$ cat src/rtl/pipe_stage_regs_pkg.sv
// Shared widths, control-bundle bit positions and pipeline-register layouts
// for the front-end pipeline register bank.
package pipe_pkg;

    localparam int XLEN   = 32;
    localparam int REG_AW = 3;
    localparam int CTRL_W = 12;

    localparam logic [XLEN-1:0] RESET_PC  = '0;
    localparam logic [XLEN-1:0] NOP_INSTR = 32'h0000_0013;

    localparam int RESULTSRC0_BIT = 0;
    localparam int REGWRITE_BIT   = 1;
    localparam int MEMWRITE_BIT   = 2;

    typedef struct packed {
        logic            valid;
        logic [XLEN-1:0] instr;
        logic [XLEN-1:0] pc;
        logic [XLEN-1:0] pcPlus4;
    } ifid_t;

    typedef struct packed {
        logic              valid;
        logic [XLEN-1:0]   rd1;
        logic [XLEN-1:0]   rd2;
        logic [XLEN-1:0]   immExt;
        logic [XLEN-1:0]   pc;
        logic [XLEN-1:0]   pcPlus4;
        logic [REG_AW-1:0] rs1;
        logic [REG_AW-1:0] rs2;
        logic [REG_AW-1:0] rd;
        logic [CTRL_W-1:0] ctrl;
    } idex_t;

    // A flushed IF/ID slot looks exactly like the reset state: a NOP that is not valid.
    localparam ifid_t IFID_BUBBLE = '{valid: 1'b0, instr: NOP_INSTR, pc: '0, pcPlus4: '0};
    localparam idex_t IDEX_BUBBLE = '0;

endpackage

$ cat src/rtl/pipe_stage_regs_if.sv
// Hazard-control and datapath signals shared between the pipeline register
// bank (slave) and the surrounding fetch/decode logic plus hazard unit (master).
interface pipe_stage_regs_if;
    import pipe_pkg::*;

    logic              StallF, StallD, FlushD, FlushE;
    logic [XLEN-1:0]   PCNextF, InstrF, PCPlus4F;
    logic [XLEN-1:0]   RD1D, RD2D, ImmExtD;
    logic [REG_AW-1:0] Rs1D, Rs2D, RdD;
    logic [CTRL_W-1:0] CtrlD;

    logic [XLEN-1:0]   PCF;
    logic [XLEN-1:0]   InstrD, PCD, PCPlus4D;
    logic              ValidD;
    logic [XLEN-1:0]   RD1E, RD2E, ImmExtE, PCE, PCPlus4E;
    logic [REG_AW-1:0] Rs1E, Rs2E, RdE;
    logic [CTRL_W-1:0] CtrlE;
    logic              ResultSrcE0;
    logic              ValidE;

    modport slave (
        input  StallF, StallD, FlushD, FlushE,
        input  PCNextF, InstrF, PCPlus4F, RD1D, RD2D, ImmExtD, Rs1D, Rs2D, RdD, CtrlD,
        output PCF, InstrD, PCD, PCPlus4D, ValidD,
        output RD1E, RD2E, ImmExtE, PCE, PCPlus4E, Rs1E, Rs2E, RdE, CtrlE,
        output ResultSrcE0, ValidE
    );

    modport master (
        output StallF, StallD, FlushD, FlushE,
        output PCNextF, InstrF, PCPlus4F, RD1D, RD2D, ImmExtD, Rs1D, Rs2D, RdD, CtrlD,
        input  PCF, InstrD, PCD, PCPlus4D, ValidD,
        input  RD1E, RD2E, ImmExtE, PCE, PCPlus4E, Rs1E, Rs2E, RdE, CtrlE,
        input  ResultSrcE0, ValidE
    );

endinterface

$ cat src/rtl/pipe_stage_regs_pipe_reg.sv
// Generic pipeline register: clear beats enable, asynchronous active-high reset.
module pipe_reg #(
    parameter int             W       = 1,
    parameter logic [W-1:0]   RST_VAL = '0,
    parameter logic [W-1:0]   CLR_VAL = '0
) (
    input  logic         clk,
    input  logic         rst,
    input  logic         en,
    input  logic         clr,
    input  logic [W-1:0] d,
    output logic [W-1:0] q
);

    logic [W-1:0] data_q;

    always_ff @(posedge clk or posedge rst) begin
        if (rst)
            data_q <= RST_VAL;
        else if (clr)
            data_q <= CLR_VAL;
        else if (en)
            data_q <= d;
    end

    assign q = data_q;

endmodule

$ cat src/rtl/pipe_stage_regs.sv
// PC, IF/ID and ID/EX pipeline registers obeying the hazard unit's stall/flush
// controls, plus saturating stall/flush/bubble event counters for profiling.
module pipe_stage_regs
    import pipe_pkg::*;
#(
    parameter int CNT_W = 16
) (
    input  logic                  clk,
    input  logic                  rst,
    pipe_stage_regs_if.slave      bus,
    output logic [CNT_W-1:0]      stall_cnt,
    output logic [CNT_W-1:0]      flush_cnt,
    output logic [CNT_W-1:0]      bubble_cnt
);

    localparam logic [CNT_W-1:0] CNT_MAX = '1;

    logic [XLEN-1:0] pc_q;
    ifid_t           ifId_d, ifId_q;
    idex_t           idEx_d, idEx_q;

    pipe_reg #(.W(XLEN), .RST_VAL(RESET_PC), .CLR_VAL(RESET_PC)) u_pcReg (
        .clk(clk), .rst(rst), .en(!bus.StallF), .clr(1'b0), .d(bus.PCNextF), .q(pc_q)
    );

    assign ifId_d = '{valid: 1'b1, instr: bus.InstrF, pc: pc_q, pcPlus4: bus.PCPlus4F};

    pipe_reg #(.W($bits(ifid_t)), .RST_VAL(IFID_BUBBLE), .CLR_VAL(IFID_BUBBLE)) u_ifIdReg (
        .clk(clk), .rst(rst), .en(!bus.StallD), .clr(bus.FlushD), .d(ifId_d), .q(ifId_q)
    );

    // Decode operands come straight from the decode stage; only valid/PC fields come from IF/ID.
    assign idEx_d = '{valid:   ifId_q.valid,
                      rd1:     bus.RD1D,
                      rd2:     bus.RD2D,
                      immExt:  bus.ImmExtD,
                      pc:      ifId_q.pc,
                      pcPlus4: ifId_q.pcPlus4,
                      rs1:     bus.Rs1D,
                      rs2:     bus.Rs2D,
                      rd:      bus.RdD,
                      ctrl:    bus.CtrlD};

    pipe_reg #(.W($bits(idex_t)), .RST_VAL(IDEX_BUBBLE), .CLR_VAL(IDEX_BUBBLE)) u_idExReg (
        .clk(clk), .rst(rst), .en(1'b1), .clr(bus.FlushE), .d(idEx_d), .q(idEx_q)
    );

    assign bus.PCF         = pc_q;
    assign bus.InstrD      = ifId_q.instr;
    assign bus.PCD         = ifId_q.pc;
    assign bus.PCPlus4D    = ifId_q.pcPlus4;
    assign bus.ValidD      = ifId_q.valid;
    assign bus.RD1E        = idEx_q.rd1;
    assign bus.RD2E        = idEx_q.rd2;
    assign bus.ImmExtE     = idEx_q.immExt;
    assign bus.PCE         = idEx_q.pc;
    assign bus.PCPlus4E    = idEx_q.pcPlus4;
    assign bus.Rs1E        = idEx_q.rs1;
    assign bus.Rs2E        = idEx_q.rs2;
    assign bus.RdE         = idEx_q.rd;
    assign bus.CtrlE       = idEx_q.ctrl;
    assign bus.ResultSrcE0 = idEx_q.ctrl[RESULTSRC0_BIT];
    assign bus.ValidE      = idEx_q.valid;

    logic [CNT_W-1:0] stallCnt_d, stallCnt_q;
    logic [CNT_W-1:0] flushCnt_d, flushCnt_q;
    logic [CNT_W-1:0] bubbleCnt_d, bubbleCnt_q;

    // Counters stick at all-ones rather than wrapping so a long profile never under-reports.
    always_comb begin
        stallCnt_d  = stallCnt_q;
        flushCnt_d  = flushCnt_q;
        bubbleCnt_d = bubbleCnt_q;
        if (bus.StallF && stallCnt_q != CNT_MAX)
            stallCnt_d = stallCnt_q + CNT_W'(1);
        if (bus.FlushD && flushCnt_q != CNT_MAX)
            flushCnt_d = flushCnt_q + CNT_W'(1);
        if (bus.FlushE && bubbleCnt_q != CNT_MAX)
            bubbleCnt_d = bubbleCnt_q + CNT_W'(1);
    end

    always_ff @(posedge clk or posedge rst) begin
        if (rst) begin
            stallCnt_q  <= '0;
            flushCnt_q  <= '0;
            bubbleCnt_q <= '0;
        end else begin
            stallCnt_q  <= stallCnt_d;
            flushCnt_q  <= flushCnt_d;
            bubbleCnt_q <= bubbleCnt_d;
        end
    end

    assign stall_cnt  = stallCnt_q;
    assign flush_cnt  = flushCnt_q;
    assign bubble_cnt = bubbleCnt_q;

endmodule

$ cat src/flat_wrapper.sv
// flat-port wrapper written by rule: the top's interface ports become plain ports
module pipe_stage_regs_flat import pipe_pkg::*;
#(
    parameter int CNT_W = 16
)
  (clk, rst, stall_cnt, flush_cnt, bubble_cnt, bus_StallF, bus_StallD, bus_FlushD, bus_FlushE, bus_PCNextF, bus_InstrF, bus_PCPlus4F, bus_RD1D, bus_RD2D, bus_ImmExtD, bus_Rs1D, bus_Rs2D, bus_RdD, bus_CtrlD, bus_PCF, bus_InstrD, bus_PCD, bus_PCPlus4D, bus_ValidD, bus_RD1E, bus_RD2E, bus_ImmExtE, bus_PCE, bus_PCPlus4E, bus_Rs1E, bus_Rs2E, bus_RdE, bus_CtrlE, bus_ResultSrcE0, bus_ValidE);
  pipe_stage_regs_if bus_i ();
  input  logic clk;
  input  logic rst;
  output logic [CNT_W-1:0] stall_cnt;
  output logic [CNT_W-1:0] flush_cnt;
  output logic [CNT_W-1:0] bubble_cnt;
  input wire logic [$bits(bus_i.StallF)-1:0] bus_StallF;
  input wire logic [$bits(bus_i.StallD)-1:0] bus_StallD;
  input wire logic [$bits(bus_i.FlushD)-1:0] bus_FlushD;
  input wire logic [$bits(bus_i.FlushE)-1:0] bus_FlushE;
  input wire logic [$bits(bus_i.PCNextF)-1:0] bus_PCNextF;
  input wire logic [$bits(bus_i.InstrF)-1:0] bus_InstrF;
  input wire logic [$bits(bus_i.PCPlus4F)-1:0] bus_PCPlus4F;
  input wire logic [$bits(bus_i.RD1D)-1:0] bus_RD1D;
  input wire logic [$bits(bus_i.RD2D)-1:0] bus_RD2D;
  input wire logic [$bits(bus_i.ImmExtD)-1:0] bus_ImmExtD;
  input wire logic [$bits(bus_i.Rs1D)-1:0] bus_Rs1D;
  input wire logic [$bits(bus_i.Rs2D)-1:0] bus_Rs2D;
  input wire logic [$bits(bus_i.RdD)-1:0] bus_RdD;
  input wire logic [$bits(bus_i.CtrlD)-1:0] bus_CtrlD;
  output wire logic [$bits(bus_i.PCF)-1:0] bus_PCF;
  output wire logic [$bits(bus_i.InstrD)-1:0] bus_InstrD;
  output wire logic [$bits(bus_i.PCD)-1:0] bus_PCD;
  output wire logic [$bits(bus_i.PCPlus4D)-1:0] bus_PCPlus4D;
  output wire logic [$bits(bus_i.ValidD)-1:0] bus_ValidD;
  output wire logic [$bits(bus_i.RD1E)-1:0] bus_RD1E;
  output wire logic [$bits(bus_i.RD2E)-1:0] bus_RD2E;
  output wire logic [$bits(bus_i.ImmExtE)-1:0] bus_ImmExtE;
  output wire logic [$bits(bus_i.PCE)-1:0] bus_PCE;
  output wire logic [$bits(bus_i.PCPlus4E)-1:0] bus_PCPlus4E;
  output wire logic [$bits(bus_i.Rs1E)-1:0] bus_Rs1E;
  output wire logic [$bits(bus_i.Rs2E)-1:0] bus_Rs2E;
  output wire logic [$bits(bus_i.RdE)-1:0] bus_RdE;
  output wire logic [$bits(bus_i.CtrlE)-1:0] bus_CtrlE;
  output wire logic [$bits(bus_i.ResultSrcE0)-1:0] bus_ResultSrcE0;
  output wire logic [$bits(bus_i.ValidE)-1:0] bus_ValidE;
  assign bus_i.StallF = bus_StallF;
  assign bus_i.StallD = bus_StallD;
  assign bus_i.FlushD = bus_FlushD;
  assign bus_i.FlushE = bus_FlushE;
  assign bus_i.PCNextF = bus_PCNextF;
  assign bus_i.InstrF = bus_InstrF;
  assign bus_i.PCPlus4F = bus_PCPlus4F;
  assign bus_i.RD1D = bus_RD1D;
  assign bus_i.RD2D = bus_RD2D;
  assign bus_i.ImmExtD = bus_ImmExtD;
  assign bus_i.Rs1D = bus_Rs1D;
  assign bus_i.Rs2D = bus_Rs2D;
  assign bus_i.RdD = bus_RdD;
  assign bus_i.CtrlD = bus_CtrlD;
  assign bus_PCF = bus_i.PCF;
  assign bus_InstrD = bus_i.InstrD;
  assign bus_PCD = bus_i.PCD;
  assign bus_PCPlus4D = bus_i.PCPlus4D;
  assign bus_ValidD = bus_i.ValidD;
  assign bus_RD1E = bus_i.RD1E;
  assign bus_RD2E = bus_i.RD2E;
  assign bus_ImmExtE = bus_i.ImmExtE;
  assign bus_PCE = bus_i.PCE;
  assign bus_PCPlus4E = bus_i.PCPlus4E;
  assign bus_Rs1E = bus_i.Rs1E;
  assign bus_Rs2E = bus_i.Rs2E;
  assign bus_RdE = bus_i.RdE;
  assign bus_CtrlE = bus_i.CtrlE;
  assign bus_ResultSrcE0 = bus_i.ResultSrcE0;
  assign bus_ValidE = bus_i.ValidE;
  pipe_stage_regs #(.CNT_W(CNT_W)) u_core (.clk(clk), .rst(rst), .bus(bus_i), .stall_cnt(stall_cnt), .flush_cnt(flush_cnt), .bubble_cnt(bubble_cnt));
endmodule
$ cat config.mk
export PLATFORM = sky130hd
export DESIGN_NAME = pipe_stage_regs_flat
export DESIGN_NICKNAME = d
export VERILOG_FILES = /design/src/rtl/pipe_stage_regs_pkg.sv /design/src/rtl/pipe_stage_regs_if.sv /design/src/rtl/pipe_stage_regs_pipe_reg.sv /design/src/rtl/pipe_stage_regs.sv /design/src/flat_wrapper.sv
export SDC_FILE = /design/constraint.sdc
export NUM_CORES = 1
export LEC_CHECK = 0
export ABC_CLOCK_PERIOD_IN_PS = 23600
export CORE_AREA = 3 3 223 225
export DETAILED_ROUTE_END_ITERATION = 10
export DIE_AREA = 0 0 226 228
export PLACE_DENSITY_LB_ADDON = 0.08
export SYNTH_ARGS = -nofsm -noshare
export SYNTH_HDL_FRONTEND = slang
export SYNTH_SLANG_ARGS = --single-unit
$ cat constraint.sdc
create_clock -name clk -period 23.6 [get_ports clk]
set_clock_uncertainty 0.1 [all_clocks]
set_input_delay 5.9 -clock clk [delete_from_list [all_inputs] [get_ports clk]]
set_output_delay 5.9 -clock clk [all_outputs]
set_load 0.02 [all_outputs]
==> reports/results.ini, run 1 <==
[outcome]
status = completed

[routing]
drt-total-wl_mm = 45.43
wl_met3_mm = 4.203
dr_wl_met2_mm = 22.57
wl_met1_mm = 17.83
drtIter0Drc = 480
dr.pass1.iters = 4
vias_per_cell = 4.283
num_vias = 9525
antenna_left = 0
highest_layer = met5
wl_per_cell_um = 20.43
drc_errors = 0

[cts]
ctsRootBufferMaster = clkbuf_16
clk-insertion-delay-late_ps = 550
holdBufCountCts = 0
ctsLongestPathBuffers = 3
cts_tree = done
postCtsSetupBuffers = 0
clock_sinks = 359
numCtsBuffers = 42
cts.reportedPaths.clkPinSlew_ps = 50
cts_max_level = 2
post_cts_resized = 0

[grt]
grt_pass1_vias = 10100
grt_antenna_before_repair = 3
grt_max_degree = 123
grt_pass1_wl_mm = 67.39
grt_usage = 0.1731
grt.overflow.total = 0

[die]
ios = 579
dieHeight_um = 228
num_rows = 80
die_w_um = 226
dieArea_um2 = 51530
core_um2 = 47750
start_util = 0.2773

[placement]
portBuffers = 578
dp_slack_ps = 14580
dpl.hpwl_mm = 32.57
place_congestion = 0.7945

[synth]
syn_inst = 994
synth_cell_types = 45
synth-edff-count = 0
synth.area.top_cells = dfrtp_1, nor2b_1, mux2i_1, mux2_2, nor2_1
ys_warn_count = 0
yosysTopAreaCell = dfrtp_1
synth_top_area_frac = 0.6728
synth_most_common_cell = dfrtp_1
ys.flop_type = dfrtp_1
ys_seq_elements = 359
syn-num-nets = 1216
synthArstFlopShare = 1.000
synth_common_cells = dfrtp_1, nor2b_1, nor2_1
syn_area_per_cell_um2 = 13.32
synth_seq_area_share = 0.6788
synth_area_um2 = 13240

[layout]
multi_input_area_um2 = 4009
fin_util = 0.4405
final_nets = 1797
regArea_um2 = 8987
drive_gt1_frac = 0.08147
fillers = 4551
syn_to_final_growth_pct = 58.84

[worst_setup_path]
critPathRequiredTime_ps = 24040
crit_type = in2async
worstReg2RegStart = u_core.stall_cnt[0]
critPathCaptureType = asynchronous set/reset pin
crit_family = buffers and inverters
cp_max_fo = 84
startpoint_type = input pin
cp_num_buf_inv = 4
cpMaxStageDelayCell = buf_4
slowest_delay_ps = 850
crit_top_cell = buf_4
critPathArrivalTime_ps = 8700
crit_chain = clkdlybuf4s50_1 -> inv_8 -> buf_4 -> buf_4
cp-startpoint = rst

[power]
vdd_drop_max_uv = 49.44
totalPowerFinal_w = 0.001664
powerDensity_nw_per_um2 = 79.13
p_leak_nw = 9.315

[sta]
fmax_mhz = 121.0
tns_ps = 0
holdWs_ps = 414.2
hold_viol = 0
period_minus_slack_ps = 8262
setup_viol = 0
slew_headroom = 0.3396
tightestPinTransition_ps = 990.6
rsz0062_at_grt = false
layout_setup_ws_ps = 15340
finalMaxSlewViolations = 0
period_share = 0.3501

[min_path]
min_from = u_core.u_ifIdReg.q[96]
worstHoldPathType = reg2reg

[flow_run]
max_cap_violations = 0

## worst min-delay path, cell delays in order, from the launching register on
cell and delay (ps):
dfrtp_1 350, inv_1 50, nor2_1 70
## where the power goes
part	internal, W	total (W)	switching, W
Combinational	0.000154	0.000310	0.000156
Clock	0.000389	0.000643	0.000255
Sequential	0.000664	0.000711	0.0000467
Total	0.00121	0.00166	0.000457
## state kept, by name, summed over array words and instances, names as in the netlist
signal              count
u_core.u_idExReg.q    182
u_core.u_ifIdReg.q     97
u_core.u_pcReg.q       32
u_core.bubble_cnt      16
u_core.flush_cnt       16
u_core.stall_cnt       16
## placed cells by master (no fill, tap or decap), types with 9 or more instances in the layout
cell type        instances
buf_4                    9
nand3_1                 13
clkbuf_8                13
nor2_1                 110
mux2i_1                 95
nand4_1                 17
xor2_1                  13
a21oi_1                 14
mux2_2                  37
dfrtp_1                356
nor2b_1                186
clkbuf_16               45
xnor2_1                 14
clkdlybuf4s50_1        574
nand2_1                 16
clkbuf_1                13
## logic make-up (layout without fill, tap and decap cells)
| logic type | after synthesis | in the layout | synth area share |
|---|---|---|---|
| muxes | 135 | 135 | 0.1061 |
| and+or+nand+nor | 384 | 384 | 0.1628 |
| xor gates and xnor gates | 27 | 27 | 0.01786 |
| DFF | 359 | 359 | 0.6788 |
| other | 0 | 1 | 0 |
| AOI/OAI and AO/OA | 29 | 29 | 0.01314 |
| buffers and inverters | 57 | 671 | 0.01843 |
| adders and majority gates | 3 | 3 | 0.002835 |
## routing by layer
layer,vias to the layer above,GRT usage
li1,4453,-
met1,4696,0.2026
met2,314,0.2959
met3,58,0.06621
met4,4,0.04747
met5,-,0
## final cells by class
type / instances / share of cell area
Sequential cell: 359 / 0.4274
Inverter: 8 / 0.001785
Tap cell: 615 / 0.03659
Antenna cell: 1 / 0.0001190
Clock inverter: 6 / 0.001428
Clock buffer: 71 / 0.06437
Timing Repair Buffer: 586 / 0.2777
Multi-Input combinational cell: 578 / 0.1906
## path summary, 6_finish.rpt
check | end | slack [ps] | depth (start not counted)
max | u_core.flush_cnt[0] | 15340 | 4
min | u_core.u_idExReg.q[181] | 410 | 2
max reg2reg | u_core.stall_cnt[1] | 21550 | 5
min reg2reg | u_core.u_idExReg.q[181] | 410 | 2
max in group clk | u_core.bubble_cnt[12] | 15340 | 6
min in group asynchronous | u_core.u_idExReg.q[124] | 5720 | 2
## per-stage QoR
step	instances	cell area (um^2)
2_1_floorplan	994	13240
3_3_place_gp	2146	19640
3_5_place_dp	2146	19640
4_1_cts	2223	21030
5_1_grt	2224	21030
6_report	2224	21030
Note: power is estimated with default switching activity, not from simulation.
==> run 2, diff against run 1 <==
ABC_CLOCK_PERIOD_IN_PS = 8000   (was 23600)
clock period = 8 ns   (was 23.6 ns; I/O delays follow)
==> run 2 against run 1 <==
  * Register-to-register slack worse by 16000 ps
  * Sequential power grew to 3.0 times the previous value
  * Count of clock-buffer cells in the layout is 6 lower
  * Critical endpoint is now bubble_cnt[2]
  * Largest cell class unchanged
  * Largest power group unchanged
==> reports/results.ini, run 2 (synthesized netlist as in run 1, its figures left out) <==
[die]
dieHeight_um = 228
core_um2 = 47750
dieArea_um2 = 51530
die_w_um = 226
start_util = 0.2773
num_rows = 80
ios = 579

[grt]
grt_antenna_before_repair = 5
grt.overflow.total = 0
grt_max_degree = 181
grt_pass1_vias = 10260
grt_pass1_wl_mm = 68.30
grt_usage = 0.1751

[worst_setup_path]
critPathRequiredTime_ps = 5900
cp_num_buf_inv = 1
cpMaxStageDelayCell = clkdlybuf4s50_1
critPathCaptureType = output port
slowest_delay_ps = 720
crit_family = buffers and inverters
cp-startpoint = u_core.bubble_cnt[2]
cp_max_fo = 8
crit_type = reg2out
worstReg2RegStart = u_core.stall_cnt[0]
startpoint_type = flip-flop
critPathArrivalTime_ps = 1760
crit_chain = clkdlybuf4s50_1

[layout]
largest_reg_flops = 182
fin_util = 0.4419
final_nets = 1800
drive_gt1_frac = 0.08204
final_common_cell = clkdlybuf4s50_1
syn_to_final_growth_pct = 59.36
fillers = 4480
final_cells = 2226
final_cell_mix = clkdlybuf4s50_1, dfrtp_1, nor2b_1, nor2_1, mux2i_1

[cts]
ctsRootBufferMaster = clkbuf_16
postCtsSetupBuffers = 0
cts_tree = done
numCtsBuffers = 44
holdBufCountCts = 0
clk-insertion-delay-late_ps = 550
post_cts_resized = 0
clock_sinks = 359
ctsLongestPathBuffers = 3
cts.reportedPaths.clkPinSlew_ps = 60
cts_max_level = 2

[routing]
antenna_left = 0
drt-total-wl_mm = 45.65
drc_errors = 0
drtIter0Drc = 379
num_vias = 9601
wl_per_cell_um = 20.51
dr.pass1.iters = 6
vias_per_cell = 4.313

[sta]
setup_viol = 0
holdWs_ps = 412.7
rsz0062_at_grt = false
period_share = 0.4827
fmax_mhz = 259.0
period_minus_slack_ps = 3861
hold_viol = 0
tightestPinTransition_ps = 1039
slew_headroom = 0.3071
finalMaxSlewViolations = 0
tns_ps = 0

[min_path]
worstHoldPathType = reg2reg
min_from = u_core.u_ifIdReg.q[15]

[placement]
dpl.hpwl_mm = 32.64
placedCellCount = 2147
portBuffers = 578
place_congestion = 0.7801

[power]
p_leak_nw = 9.336
powerDensity_nw_per_um2 = 237.3
vdd_drop_max_uv = 133.6

[flow_run]
max_cap_violations = 0

[outcome]
status = completed

-- run 2: worst paths after layout --
check	end	slack [ps]	cells after the start
hold / removal	u_core.u_idExReg.q[36]	410	1
setup reg to reg	u_core.stall_cnt[1]	5960	5
hold reg to reg	u_core.u_idExReg.q[36]	410	1
min in group asynchronous	u_core.u_idExReg.q[30]	1870	2
setup / recovery	bubble_cnt[2]	4140	1
max in group asynchronous	u_core.u_idExReg.q[154]	4470	3
-- run 2: final cells by class --
type / count / area, um^2 / area share
flip-flops and latches: 359 / 8987 / 0.4260
repair buffers: 587 / 5861 / 0.2778
multi-input cells: 578 / 4009 / 0.1900
clock buffers: 65 / 1271 / 0.06025
well taps: 615 / 769.5 / 0.03647
clock inverters: 12 / 162.7 / 0.007709
inverters: 8 / 33.78 / 0.001601
diodes: 2 / 5.005 / 0.0002372
-- run 2: per-stage QoR --
step / cell area [um^2] / worst slack [ps] / power, W
2_1_floorplan: 13240 / 1090 / 0.002524
6_report: 21100 / 4139 / 0.005006
3_5_place_dp: 19660 / 3817 / 0.003064
5_1_grt: 21100 / 4053 / 0.005240
4_1_cts: 21090 / 4097 / 0.005101
3_3_place_gp: 19660 / 3832 / 0.003063
-- run 2: power breakdown --
part	switching, W	internal, W	leakage (nW)
clock	0.000762	0.00122	0.704
combinational	0.000461	0.000454	3.98
sequential	0.000146	0.00196	4.65
total	0.00137	0.00364	9.34
-- run 2: routing by layer --
metal	routed length [um]	global-route usage	share of wire	vias to the layer above
li1	-	-	-	4446
met5	31	0	0.00068	-
met3	3944	0.06326	0.086	69
met1	17970	0.2082	0.39	4752
met2	22650	0.2947	0.50	330
met4	1060	0.05601	0.023	4
==> run 3, diff against run 2 <==
ABC_CLOCK_PERIOD_IN_PS = 3500   (was 8000)
clock period = 3.5 ns   (was 8 ns; I/O delays follow)
==> run 3 against run 2 <==
  * Final cell count rose by 0.31%
  * Sequential power up 130%
  * Flip-flop and latch count stayed put
  * Critical endpoint unchanged
  * Highest routed layer unchanged
==> reports/results.ini, run 3 (synthesized netlist as in run 1, its figures left out) <==
[outcome]
status = completed

[worst_setup_path]
critPathArrivalTime_ps = 1750
crit_family = buffers and inverters
cpMaxStageDelayCell = clkdlybuf4s50_1
cp_max_fo = 8
crit_type = reg2out
cp_num_buf_inv = 1
critPathRequiredTime_ps = 2520
critPathCaptureType = output port
slowest_delay_ps = 690
startpoint_type = flip-flop
crit_chain = clkdlybuf4s50_1

[layout]
final_cell_mix = clkdlybuf4s50_1, dfrtp_1, nor2b_1, nor2_1, mux2i_1
multi_input_area_um2 = 4009
final_common_cell = clkdlybuf4s50_1
regArea_um2 = 8987
largest_reg_flops = 182
fillers = 4465
syn_to_final_growth_pct = 60.51
final_cells = 2233
final_nets = 1809
drive_gt1_frac = 0.08787

[cts]
clk-insertion-delay-late_ps = 550
numCtsBuffers = 43
ctsRootBufferMaster = clkbuf_16
clock_sinks = 359
ctsLongestPathBuffers = 3
cts.reportedPaths.clkPinSlew_ps = 60
postCtsSetupBuffers = 0
post_cts_resized = 0
holdBufCountCts = 0
cts_max_level = 2
cts_tree = done

[routing]
wl_per_cell_um = 20.71
dr.pass1.iters = 4
antenna_left = 0
drc_errors = 0
num_vias = 9666
drt-total-wl_mm = 46.24
vias_per_cell = 4.329
drtIter0Drc = 371

[flow_run]
max_cap_violations = 0

[sta]
setup_viol = 0
rsz0062_at_grt = false
tightestPinTransition_ps = 867.3
period_share = 0.7793
finalMaxSlewViolations = 0
fmax_mhz = 366.6
slew_headroom = 0.4218
period_minus_slack_ps = 2728
hold_viol = 0

[power]
p_seq_frac = 0.420
powerDensity_nw_per_um2 = 539.2
swShare = 0.2742
internal_power_w = 0.008317
vdd_drop_max_uv = 297.1
p_leak_nw = 9.417
totalPowerFinal_w = 0.01146
switchingPower_w = 0.003142
clkPwrFrac = 0.396
p_comb_frac = 0.184

[grt]
grt_pass1_vias = 10320
grt.overflow.total = 0
grt_max_degree = 112
grt_usage = 0.1771
grt_antenna_before_repair = 4
grt_pass1_wl_mm = 68.94

[min_path]
worstHoldPathType = reg2reg

[die]
num_rows = 80
start_util = 0.2773
dieHeight_um = 228
die_w_um = 226
ios = 579
core_um2 = 47750
dieArea_um2 = 51530

[placement]
place_congestion = 0.7674
placedCellCount = 2157
portBuffers = 578
dpl.hpwl_mm = 33.56

==> run 3: cell count changes in the layout (fill, tap and decap cells not counted) <==
cell        delta
clkinv_4       +1
buf_12         +7
clkbuf_1       -3
clkinvlp_4     -1
buf_4          +3
==> run 3: layout make-up <==
class	instances	share of cell area
antenna	2	0.0002355
clock buffer	62	0.05929
clock inverter	12	0.007713
inverter	8	0.001590
multi-input combinational	578	0.1886
sequential	359	0.4229
tap	615	0.03621
timing repair buffer	597	0.2834
==> run 3: power groups by stage <==
stage                     Clock, W  Sequential [W]  Combinational [W]
final                      0.00454         0.00481            0.00210
after global routing       0.00488         0.00487            0.00225
after floorplan                  0         0.00521           0.000560
after global placement           0         0.00488            0.00214
after CTS                  0.00472         0.00482            0.00215
after detailed placement         0         0.00489            0.00214
==> run 3: metrics by stage <==
stage | area [um^2] | hold slack (ps) | utilization | setup slack [ps] | setup TNS, ps
final | 21250 | 413.9 | 0.4451 | 772.3 | 0
after floorplan | 13240 | 501.9 | - | -2285 | -816320
after CTS | 21250 | 418.1 | 0.4450 | 714.9 | 0
after detailed placement | 19820 | 405.2 | 0.4152 | 1144 | 0
after global placement | 19820 | 397.3 | 0.4152 | 1108 | 0
after global routing | 21250 | 443.8 | 0.4451 | 679.0 | 0
==> run 3: per-layer routing <==
layer / vias to the layer above / track usage / wire [um]
li1: 4477 / - / -
met1: 4780 / 0.2066 / 17750
met2: 333 / 0.3004 / 22830
met3: 72 / 0.06853 / 4516
met4: 4 / 0.05382 / 1114
met5: - / 0 / 26
==> run 3: worst paths after layout <==
check,startpoint,end,slack [ps],cells after the start
worst max-delay path,u_core.bubble_cnt[2],bubble_cnt[2],770,1
worst min-delay path,u_core.u_ifIdReg.q[55],u_core.u_idExReg.q[76],410,1
worst max register to register,u_core.stall_cnt[0],u_core.stall_cnt[1],1410,5
max in group asynchronous,rst,u_core.u_idExReg.q[141],1880,3
worst min register to register,u_core.u_ifIdReg.q[55],u_core.u_idExReg.q[76],410,1
min in group asynchronous,rst,u_core.u_idExReg.q[21],750,3
